### src/rtl/mem_ctrl_pkg.sv
// Shared stall codes and bus-owner encodings for the memory request controller.
package mem_ctrl_pkg;

  localparam logic [1:0] STL_NONE = 2'b00;
  localparam logic [1:0] STALL    = 2'b01;

  typedef enum logic [1:0] {
    MC_IDLE = 2'd0,
    MC_IF   = 2'd1,
    MC_MEM  = 2'd2
  } owner_t;

endpackage

### src/rtl/mem_ctrl_io_throttle.sv
// Cooldown counter that blocks MEM writes to the IO (UART) address while the IO
// path is busy. Only instantiated when MEMCTRL_IO_THROTTLE_EN is defined.
module mem_ctrl_io_throttle #(
  parameter logic [31:0] IO_ADDR     = 32'h30000,
  parameter int          IO_COOLDOWN = 2
) (
  input  logic        clk,
  input  logic        rst,
  input  logic        rdy,
  input  logic        grant_mem,
  input  logic        mem_we,
  input  logic [31:0] mem_addr,
  input  logic        io_full,
  output logic        blk
);

  localparam int CW = (IO_COOLDOWN < 2) ? 1 : $clog2(IO_COOLDOWN + 1);

  logic [CW-1:0] cooldown;
  logic          io_wr;

  assign io_wr = grant_mem & mem_we & (mem_addr == IO_ADDR);
  assign blk   = io_wr & (io_full | (cooldown != '0));

  // An accepted IO write restarts the cooldown; otherwise it drains one per rdy cycle.
  always_ff @(posedge clk or posedge rst) begin
    if (rst) begin
      cooldown <= '0;
    end else if (rdy) begin
      if (io_wr && !blk) begin
        cooldown <= CW'(IO_COOLDOWN);
      end else if (cooldown != '0) begin
        cooldown <= cooldown - 1'b1;
      end
    end
  end

endmodule

### src/rtl/mem_ctrl.sv
// Byte-bus arbiter between IF and MEM requesters (MEM has priority, grant locked per
// transaction). Optional IO write throttling is enabled by MEMCTRL_IO_THROTTLE_EN.
module mem_ctrl
  import mem_ctrl_pkg::*;
#(
  parameter int          ADDR_W      = 32,
  parameter logic [31:0] IO_ADDR     = 32'h30000,
  parameter int          IO_COOLDOWN = 2
) (
  input  logic              clk,
  input  logic              rst,
  input  logic              rdy_i,
  input  logic              if_re_i,
  input  logic [31:0]       if_addr_i,
  input  logic              mem_re_i,
  input  logic              mem_we_i,
  input  logic [31:0]       mem_addr_i,
  input  logic [7:0]        mem_wdata_i,
  input  logic              io_full_i,
  output logic [ADDR_W-1:0] ram_a_o,
  output logic [7:0]        ram_dout_o,
  output logic              ram_wr_o,
  input  logic [7:0]        ram_din_i,
  output logic [7:0]        rdata_o,
  output logic [1:0]        stl_if_o,
  output logic [1:0]        stl_mem_o
);

  owner_t owner;
  owner_t grant;
  logic   mem_req;
  logic   blk;

  assign mem_req = mem_re_i | mem_we_i;

  // The current owner keeps the bus while it still requests; otherwise MEM beats IF.
  always_comb begin
    grant = MC_IDLE;
    if (rst) begin
      grant = MC_IDLE;
    end else if (owner == MC_MEM && mem_req) begin
      grant = MC_MEM;
    end else if (owner == MC_IF && if_re_i) begin
      grant = MC_IF;
    end else if (mem_req) begin
      grant = MC_MEM;
    end else if (if_re_i) begin
      grant = MC_IF;
    end
  end

  always_ff @(posedge clk or posedge rst) begin
    if (rst) begin
      owner <= MC_IDLE;
    end else if (rdy_i) begin
      owner <= grant;
    end
  end

`ifdef MEMCTRL_IO_THROTTLE_EN
  mem_ctrl_io_throttle #(
    .IO_ADDR     (IO_ADDR),
    .IO_COOLDOWN (IO_COOLDOWN)
  ) u_io_throttle (
    .clk       (clk),
    .rst       (rst),
    .rdy       (rdy_i),
    .grant_mem (grant == MC_MEM),
    .mem_we    (mem_we_i),
    .mem_addr  (mem_addr_i),
    .io_full   (io_full_i),
    .blk       (blk)
  );
`else
  logic unused_cfg;
  assign blk        = 1'b0;
  assign unused_cfg = ^{io_full_i, IO_ADDR, 32'(IO_COOLDOWN)};
`endif

  always_comb begin
    ram_a_o    = '0;
    ram_dout_o = 8'h00;
    ram_wr_o   = 1'b0;
    case (grant)
      MC_MEM: begin
        ram_a_o    = mem_addr_i[ADDR_W-1:0];
        ram_dout_o = mem_wdata_i;
        ram_wr_o   = mem_we_i & ~blk & rdy_i;
      end
      MC_IF: begin
        ram_a_o = if_addr_i[ADDR_W-1:0];
      end
      default: ;
    endcase
  end

  // A frozen bus (rdy_i low) stalls both stages regardless of ownership.
  always_comb begin
    stl_if_o  = STL_NONE;
    stl_mem_o = STL_NONE;
    if (rst) begin
      stl_if_o  = STL_NONE;
      stl_mem_o = STL_NONE;
    end else if (!rdy_i) begin
      stl_if_o  = STALL;
      stl_mem_o = STALL;
    end else begin
      if (if_re_i && grant != MC_IF) stl_if_o = STALL;
      if (mem_req && (grant != MC_MEM || blk)) stl_mem_o = STALL;
    end
  end

  assign rdata_o = rst ? 8'h00 : ram_din_i;

endmodule

### config.mk
export PLATFORM = sky130hd
export DESIGN_NAME = mem_ctrl
export DESIGN_NICKNAME = d
export VERILOG_FILES = /design/src/rtl/mem_ctrl_pkg.sv /design/src/rtl/mem_ctrl_io_throttle.sv /design/src/rtl/mem_ctrl.sv
export SDC_FILE = /design/constraint.sdc
export NUM_CORES = 1
export LEC_CHECK = 0
export ABC_AREA = 1
export CORE_MARGIN = 2
export CORE_UTILIZATION = 24
export CTS_CLUSTER_SIZE = 30
export DETAILED_ROUTE_END_ITERATION = 16
export GPL_TIMING_DRIVEN = 0
export HOLD_SLACK_MARGIN = 0.06
export PLACE_DENSITY = 0.82
export SYNTH_ARGS = -nofsm -noshare
export SYNTH_HDL_FRONTEND = slang
export SYNTH_HIERARCHICAL = 1
export SYNTH_SLANG_ARGS = --single-unit
export TNS_END_PERCENT = 5
### constraint.sdc
create_clock -name clk -period 1.89 [get_ports clk]
set_input_delay 0.378 -clock clk [delete_from_list [all_inputs] [get_ports clk]]
set_output_delay 0.378 -clock clk [all_outputs]
set_load 0.02 [all_outputs]
; Word level (Yosys, flattened, before mapping)
; Cells that the tools add are included.
[totals]
regBits = 2
input_bits = 87
out_inout_bits = 53
[op_classes]
n_eq_ne = 6
n_mux = 15
bitwise = 2
n_reduce_logical = 4
[ops]
columns = cell, n
row1 = 32-bit one-hot mux with 2 select lines, 1
row2 = 8-bit two-way mux, 2
row3 = 1-bit two-way mux, 8
row4 = 2-bit two-way mux, 4
row5 = 2-bit by 1-bit equality test with 1-bit output (second input constant), 2
row6 = 2-bit equality test (second input constant), 2
row7 = 1-bit logical AND, 4
row8 = 2-bit by 1-bit inequality test with 1-bit output (second input constant), 1
row9 = 2-bit inequality test (second input constant), 1
row10 = 1-bit bitwise AND, 1
row11 = 1-bit bitwise OR, 1

; Longest topological paths before layout
; Gate-level depths: netlist of run 1.
[depth]
depth_word = 10
ltp_mapped = 10
mapped_depth_nobuf = 9

; Least setup slack after synthesis of run 1
; Ideal clock, no wire load.
[synth_path]
path_type = input port to output port
from = in mem_re_i
to = out ram_a_o[19]
arrival_time_ns = 1.543
path_slack_ns = -0.031
cell_stages = 7
path_buffers = 1
path_cell_list = nor2_1 > nor2_1 > nand2_1 > inv_1 > ha_1 > buf_4 > a21oi_1
[synth_between]
elab_chain_cells = 7
word_cells_on_any_way = 9
[synth_rtl]
columns = element, line_no
row1 = start: declaration, mem_ctrl.sv:15  ; input logic mem_re_i,
row2 = 1-bit bitwise OR (*), mem_ctrl.sv:34  ; assign mem_req = mem_re_i | mem_we_i;
row3 = 2-bit two-way mux, mem_ctrl.sv:45  ; end else if (mem_req) begin
row4 = 2-bit two-way mux, mem_ctrl.sv:43  ; end else if (owner == MC_IF && if_re_i) begin
row5 = 2-bit two-way mux (*), mem_ctrl.sv:41  ; end else if (owner == MC_MEM && mem_req) begin
row6 = 2-bit two-way mux (*), mem_ctrl.sv:39  ; if (rst) begin
row7 = net grant[1], mem_ctrl.sv:30  ; owner_t grant;
row8 = 2-bit by 1-bit equality test with 1-bit output or 2-bit equality test (tied branches), mem_ctrl.sv:84  ; case (grant)
row9 = 32-bit one-hot mux with 2 select lines (*), mem_ctrl.sv:84
row10 = end: declaration, mem_ctrl.sv:20  ; output logic [ADDR_W-1:0] ram_a_o,
; The timed path passes the listed nets; every way through them passes the cells marked *.

; Worst setup path after layout of run 1
[layout_path]
from = reg owner[1]
to = out ram_a_o[31]
[layout_between]
elab_chain_cells = 7
word_cells_on_any_way = 10
[layout_rtl]
columns = element, line_no
row1 = start: declaration, mem_ctrl.sv:29  ; owner_t owner;
row2 = start signal: assignment, mem_ctrl.sv:56  ; owner <= grant;
row3 = 2-bit by 1-bit equality test with 1-bit output, mem_ctrl.sv:43
row4 = 1-bit logical AND, mem_ctrl.sv:43
row5 = 2-bit two-way mux, mem_ctrl.sv:43
row6 = 2-bit two-way mux (*), mem_ctrl.sv:41
row7 = 2-bit two-way mux (*), mem_ctrl.sv:39
row8 = 2-bit by 1-bit equality test with 1-bit output or 2-bit equality test (tied branches), mem_ctrl.sv:84
row9 = 32-bit one-hot mux with 2 select lines (*), mem_ctrl.sv:84
; Mark *: on every way between the ends. The rest lies on a longest branch, timed or not.

==> results.ini, run 1 <==
[routing]
drtIter0Drc = 21
drc = 0
drt_pre_antenna_iters = 4
routed-wl-met2_mm = 2.47
viasPerCell = 4.26
vias = 1642
routed.top_layer = met4
routed_wirelength_mm = 4.53
route.met3.wl_um = 409
avgRoutedWirePerCell_um = 11.8
ant_nets = 0
met1Wirelength_mm = 1.64

[synth]
ys.warnings.count = 6
yosysTopAreaCell = nand2_1
ys_seq_area_share_pct = 5.15
syn-cell-area_um2 = 972
synthCells = 178
ys_ff_latch = 2
synth_top_area_share_pct = 31.7
syn_avg_cell_area_um2 = 5.46
yosysUniqueCellTypes = 13
netlist_top_cells_area = nand2_1 32%, a21oi_2 28%, inv_1 9.3%, buf_6 8.1%, nor2_1 5.8%

[cells_and_area]
nets = 426
mostFrequentLayoutCells = 81 x clkdlybuf4s50_1, 66 x nand2_1, 33 x buf_4
drive_gt1_share_pct = 42.1
antenna_cells = 0
reg.largest.list = owner: 2 flops
area_delta_synth_final_pct = 181
largest_reg_flops = 2
final_common_cell = clkdlybuf4s50_1
final.fill_count = 337
final_cells = 385
top_register = owner

[global_routing]
grtUsageTotal_pct = 18.2
grt_pass1_wl_mm = 6.63
grt_overflow = 0
antenna_found_initial = 0
grt_start_max_net_pins = 11
grt_pass1_vias = 1524

[pwr]
p_leak_nw = 1.26
pwr-share-seq_pct = 5.5
power.share.clock_pct = 19.3
p_sw_w = 0.000325
combPwrFrac_pct = 75.2
p_total_w = 0.000876
irDropWorstVdd_mv = 0.539
internal_power_w = 0.000551
p_sw_share_pct = 37.1
power_density_mw_per_mm2 = 320

[setup_path]
startpoint_type = flip-flop
endpoint = ram_a_o[31]
startpoint = owner[1]
cp_max_fo = 10
r2r_cells = 4
critPathArrivalTime_ps = 1690
reg2reg_from = owner[1]
r2r_setup_slack_ps = 1110
worstPathRequired_ps = 1510
r2r_end = owner[1]
critPathKind = flip-flop to output pin
critPathCaptureType = output pin

[floorplanning]
rows = 23
io-pin-count = 140
dieArea_mm2 = 0.00458
core_region_area_mm2 = 0.00394
start_util_pct = 24.7
die_w_um = 67.6
die_h_um = 67.6

[clocking]
cts_max_path_buffers = 2
htree_levels = 1
cts_tree = built
cts.sinks = 2
clk_latency_ps = 210
cts_buffers = 3
root_buffer = clkbuf_8
clkTransAtPathRegs_ps = 30

[placed_design]
portBuffers = 136
dp_hpwl_mm = 3.30
pre_cts_ws_ps = -992
dp.cells = 365
routabilityCongestion = 0.726

[timing]
finalCritPeriodShare_pct = 110
slew_violations = 0
worst_slack_ps = -182
rsz0062_at_grt = true
min_period_ps = 2070
finalSetupViolCount = 44
skew_ps = 2.37
fmax_mhz = 483
finalHoldViolations = 0

[worst_hold_path]
hold_path.class = input pin to asynchronous set/reset pin

[job]
maxCapViolations = 0

[run_status]
status = finished, violations left
failed_checks = negative setup slack

worst min-delay path by stage:
stage	start	to	cells past startpoint
after detailed placement	owner[1]	owner[1]	2
final	rst	owner[0]	3
after CTS	rst	owner[0]	3
after global placement	owner[1]	owner[1]	2
after floorplan	rst	owner[0]	2
after global routing	rst	owner[1]	3
final cells by class:
type                    instances  area [um2]  share of cell area (%)
well taps                      50        62.6                    2.29
clock buffers                   3        41.3                    1.51
plain buffers                  14         174                    6.36
repair buffers                154        1460                    53.2
flip-flops and latches          2        50.0                    1.83
multi-input cells             138         861                    31.5
inverters                      24        90.1                    3.30
kinds of logic (layout without fill, tap and decap cells):
kind of cell,Yosys count,after routing,synth area share [%]
flip-flops,2,2,5.15
AND/OR/NAND/NOR,101,101,39.6
AO/OA/AOI/OAI,33,33,29.0
other,1,2,0.386
adder cells (fa/ha/maj),2,2,2.57
buffers and inverters,39,195,23.3
power by group through the flow:
stage	Combinational [W]	Clock, W	Sequential (W)
after detailed placement	0.000555	0	0.0000483
after CTS	0.000604	0.000173	0.0000485
after global routing	0.000705	0.000177	0.0000489
final	0.000658	0.000169	0.0000485
after floorplan	0.000245	0	0.0000481
after global placement	0.000550	0	0.0000481
cells in the mapped netlist:
cell     count
inv_1       24
dfrtp_1      2
buf_2        1
ha_1         2
buf_4        7
conb_1       1
nor2_1      15
nand3_1      3
a21oi_2     31
nand2_1     82
a21oi_1      2
buf_6        7
nand2_2      1
critical path: stages (launching register included):
cell	delay, ps
dfrtp_1	370
inv_2	60
nand2_1	50
nand2_1	90
nand2_2	70
buf_6	120
ha_4	290
buf_12	170
a21oi_2	100
buf_4	150
metal layers:
layer | up-vias | track usage (%)
li1 | 848 | -
met1 | 725 | 19.4
met2 | 67 | 37.1
met3 | 2 | 3.17
met4 | 0 | 2.30
met5 | - | 0
through the flow:
stage	setup TNS [ps]	hold WS (ps)	utilization (%)	cell area [um2]
3_5_place_dp	-41550	474	61.0	2400
4_1_cts	-4780	255	64.3	2530
2_1_floorplan	0	295	-	980
3_3_place_gp	-41060	464	61.0	2400
5_1_grt	-9760	282	69.3	2730
6_report	-6440	256	69.3	2730
repair_timing:
item | CTS | global route
gates resized for setup | 259 | 52
pin swaps | 6 | 5
hold buffers | 0 | 0
endpoints found under the setup margin | 51 | 43
cloned | 4 | 0
buffers inserted | 13 | 1
(Power assumes the default switching activity.)
==> run 2, diff against run 1 <==
--- a/config.mk
+++ b/config.mk
@@ -13,6 +13,7 @@
 export GPL_TIMING_DRIVEN = 0
 export HOLD_SLACK_MARGIN = 0.06
 export PLACE_DENSITY = 0.82
+export SLEW_MARGIN = 40
 export SYNTH_ARGS = -nofsm -noshare
 export SYNTH_HDL_FRONTEND = slang
 export SYNTH_HIERARCHICAL = 1
==> results of run 2 <==
Same layout as run 1: the final DEF is identical, and so are final timing and power.
==> run 3, diff against run 2 <==
--- a/config.mk
+++ b/config.mk
@@ -8,6 +8,7 @@
 export ABC_AREA = 1
 export CORE_MARGIN = 2
 export CORE_UTILIZATION = 24
+export CTS_BUF_LIST = sky130_fd_sc_hd__clkbuf_16
 export CTS_CLUSTER_SIZE = 30
 export DETAILED_ROUTE_END_ITERATION = 16
 export GPL_TIMING_DRIVEN = 0
==> run 3 against run 2 <==
The flow still finishes with violations (negative setup slack). Die area unchanged. Clock power increased by 88%. Non-clock buffer count is 10 higher. Count of clock-buffer cells in the layout unchanged. Global-route usage grew 1.4 points. Largest power group unchanged. Via count increased by 4.5%.
==> results.ini, run 3 (synthesis results as in run 1) <==
[routing]
routed-wl-met2_mm = 2.61  ; +5.9%
ant_nets = 0  ; unchanged
viasPerCell = 4.34  ; +1.9%
drt_pre_antenna_iters = 4  ; unchanged
drc = 0  ; unchanged
routed.top_layer = met4
route.met3.wl_um = 431  ; +5.4%
avgRoutedWirePerCell_um = 12.2  ; +4.1%
drtIter0Drc = 21  ; unchanged
routed_wirelength_mm = 4.84  ; +6.8%
met1Wirelength_mm = 1.74  ; +5.8%
vias = 1716  ; +4.5%

[floorplanning]
die_h_um = 67.6  ; unchanged
io-pin-count = 140  ; unchanged
rows = 23  ; unchanged
dieArea_mm2 = 0.00458  ; unchanged
core_region_area_mm2 = 0.00394  ; unchanged
start_util_pct = 24.7  ; unchanged
die_w_um = 67.6  ; unchanged

[timing]
fmax_mhz = 481  ; -0.23%
finalHoldViolations = 0  ; unchanged
worst_slack_ps = -187  ; -4.81 ps
min_period_ps = 2080  ; +4.81 ps
finalCritPeriodShare_pct = 110  ; +0.25 points
rsz0062_at_grt = true
fin_hold_ws_ps = 274  ; +17.6 ps
slew_violations = 0  ; unchanged
finalSetupViolCount = 43  ; -2.3%
skew_ps = 1.92  ; -0.452 ps

[placed_design]
dp.cells = 365  ; unchanged
routabilityCongestion = 0.726  ; unchanged
dp_hpwl_mm = 3.30  ; unchanged
portBuffers = 136  ; unchanged

[clocking]
clkTransAtPathRegs_ps = 30  ; about the same
clk_latency_ps = 220  ; about the same
root_buffer = clkbuf_16
cts_tree = built
ctsHoldBuffers = 0  ; unchanged
cts.sinks = 2  ; unchanged
cts_max_path_buffers = 2  ; unchanged
cts_buffers = 3  ; unchanged
htree_levels = 1  ; unchanged

[cells_and_area]
top_register = owner
nets = 436  ; +2.3%
area_delta_synth_final_pct = 191
largest_reg_flops = 2  ; unchanged
final_common_cell = clkdlybuf4s50_1
reg.largest.list = owner: 2 flops
final_cells = 395  ; +2.6%
antenna_cells = 0  ; unchanged
drive_gt1_share_pct = 44.6  ; +2.5 points
mostFrequentLayoutCells = 81 x clkdlybuf4s50_1, 67 x nand2_1, 40 x buf_4

[global_routing]
grtUsageTotal_pct = 19.6  ; +1.4 points
grt_start_max_net_pins = 11  ; unchanged
antenna_found_initial = 0  ; unchanged
grt_pass1_wl_mm = 7.05  ; +6.3%
grt_pass1_vias = 1617  ; +6.1%
grt_overflow = 0  ; unchanged

[run_status]
failed_checks = negative setup slack
status = finished, violations left

[pwr]
internal_power_w = 0.000686  ; +24%
pwr-share-seq_pct = 4.8  ; -0.7 points
p_sw_share_pct = 32.9  ; -4.2 points
power_density_mw_per_mm2 = 361  ; +13%
power.share.clock_pct = 31.0  ; +12 points
p_leak_nw = 1.34  ; +6.9%
p_sw_w = 0.000336  ; +3.3%
combPwrFrac_pct = 64.2  ; -11 points
irDropWorstVdd_mv = 0.845  ; +57%

[setup_path]
critPathArrivalTime_ps = 1700  ; about the same
crit_top_cell = nand2_1
critPathTopFamily = buffers and inverters
critPathKind = flip-flop to output pin
endpoint = ram_a_o[0]
startpoint_type = flip-flop
r2r_cells = 4  ; unchanged
crit_chain = inv_2 > nand2_1 > nand2_1 > nand2_2 > inv_2 > ha_4 > buf_6 > buf_8 > nand2_1 > a21oi_2 > buf_4
critPathCaptureType = output pin
r2r_end = owner[1]
r2r_setup_slack_ps = 1100  ; about the same
startpoint = owner[1]
cp_num_buf_inv = 5  ; +1
slowest_delay_ps = 380  ; about the same
reg2reg_from = owner[1]
path_depth = 11  ; +2
critPathSlowestCell = dfrtp_1
cp_max_fo = 5  ; -5
worstPathRequired_ps = 1510  ; about the same

[job]
maxCapViolations = 0  ; unchanged

[worst_hold_path]
hold_path.class = input pin to asynchronous set/reset pin

==> run 3: cell count changes in the layout (fill, tap and decap cells not counted), moves of 3 or more <==
cell,change
a21oi_4,-7
clkbuf_8,-3
a21oi_2,+7
buf_8,+3
buf_4,+7
clkbuf_16,+4
nand2_2,-3
nor2_4,+3
==> run 3: area by class of cell <==
| class | instances | area (um2) |
|---|---|---|
| well taps | 50 | 62.6 |
| repair buffers | 164 | 1540 |
| multi-input cells | 138 | 836 |
| plain buffers | 14 | 168 |
| clock buffers | 3 | 75.1 |
| inverters | 24 | 90.1 |
| flip-flops and latches | 2 | 50.0 |
| fillers | 331 | 1120 |
==> run 3: repair_timing <==
action	4_1_cts	5_1_grt
pin swaps	16	15
setup endpoints to repair	51	44
buffers inserted	15	5
gates resized for setup	280	37
gates cloned	7	1
==> run 3: power groups by stage <==
stage / Clock, W / Sequential, W / Combinational [W]
3_3_place_gp: 0 / 0.0000481 / 0.000550
2_1_floorplan: 0 / 0.0000481 / 0.000245
3_5_place_dp: 0 / 0.0000483 / 0.000555
6_report: 0.000317 / 0.0000488 / 0.000655
5_1_grt: 0.000323 / 0.0000492 / 0.000703
4_1_cts: 0.000321 / 0.0000485 / 0.000624
==> run 3: how the worst min path moves through the flow <==
| stage | from | cells after the start | slack (ps) | end |
|---|---|---|---|---|
| after floorplan | rst | 2 | 290 | owner[0] |
| after global placement | owner[1] | 2 | 460 | owner[1] |
| after detailed placement | owner[1] | 2 | 470 | owner[1] |
| after CTS | rst | 3 | 250 | owner[0] |
| after global routing | rst | 3 | 300 | owner[0] |
| final | rst | 3 | 270 | owner[0] |
==> run 3: layer usage <==
metal	global-route usage, %	vias to the layer above
met5	0	-
met4	4.34	0
met3	4.17	10
met2	40.3	73
met1	19.5	766
li1	-	867
==> run 3: metrics by stage <==
stage	setup TNS, ps	util [%]	power [W]	instance area (um2)	setup slack [ps]
after detailed placement	-41550	61.0	0.000603	2400	-992
after global routing	-9570	71.7	0.00107	2830	-280
final	-5660	71.7	0.00102	2830	-187
after global placement	-41060	61.0	0.000598	2400	-994
after CTS	-4700	67.6	0.000993	2670	-159
after floorplan	0	-	0.000293	980	79.8
==> run 3: worst reg2reg max path: stages (launching register included) <==
cell and delay, ps:
dfrtp_1 380, inv_2 70, nand3_2 70, nand3_1 90
nand2_1 60
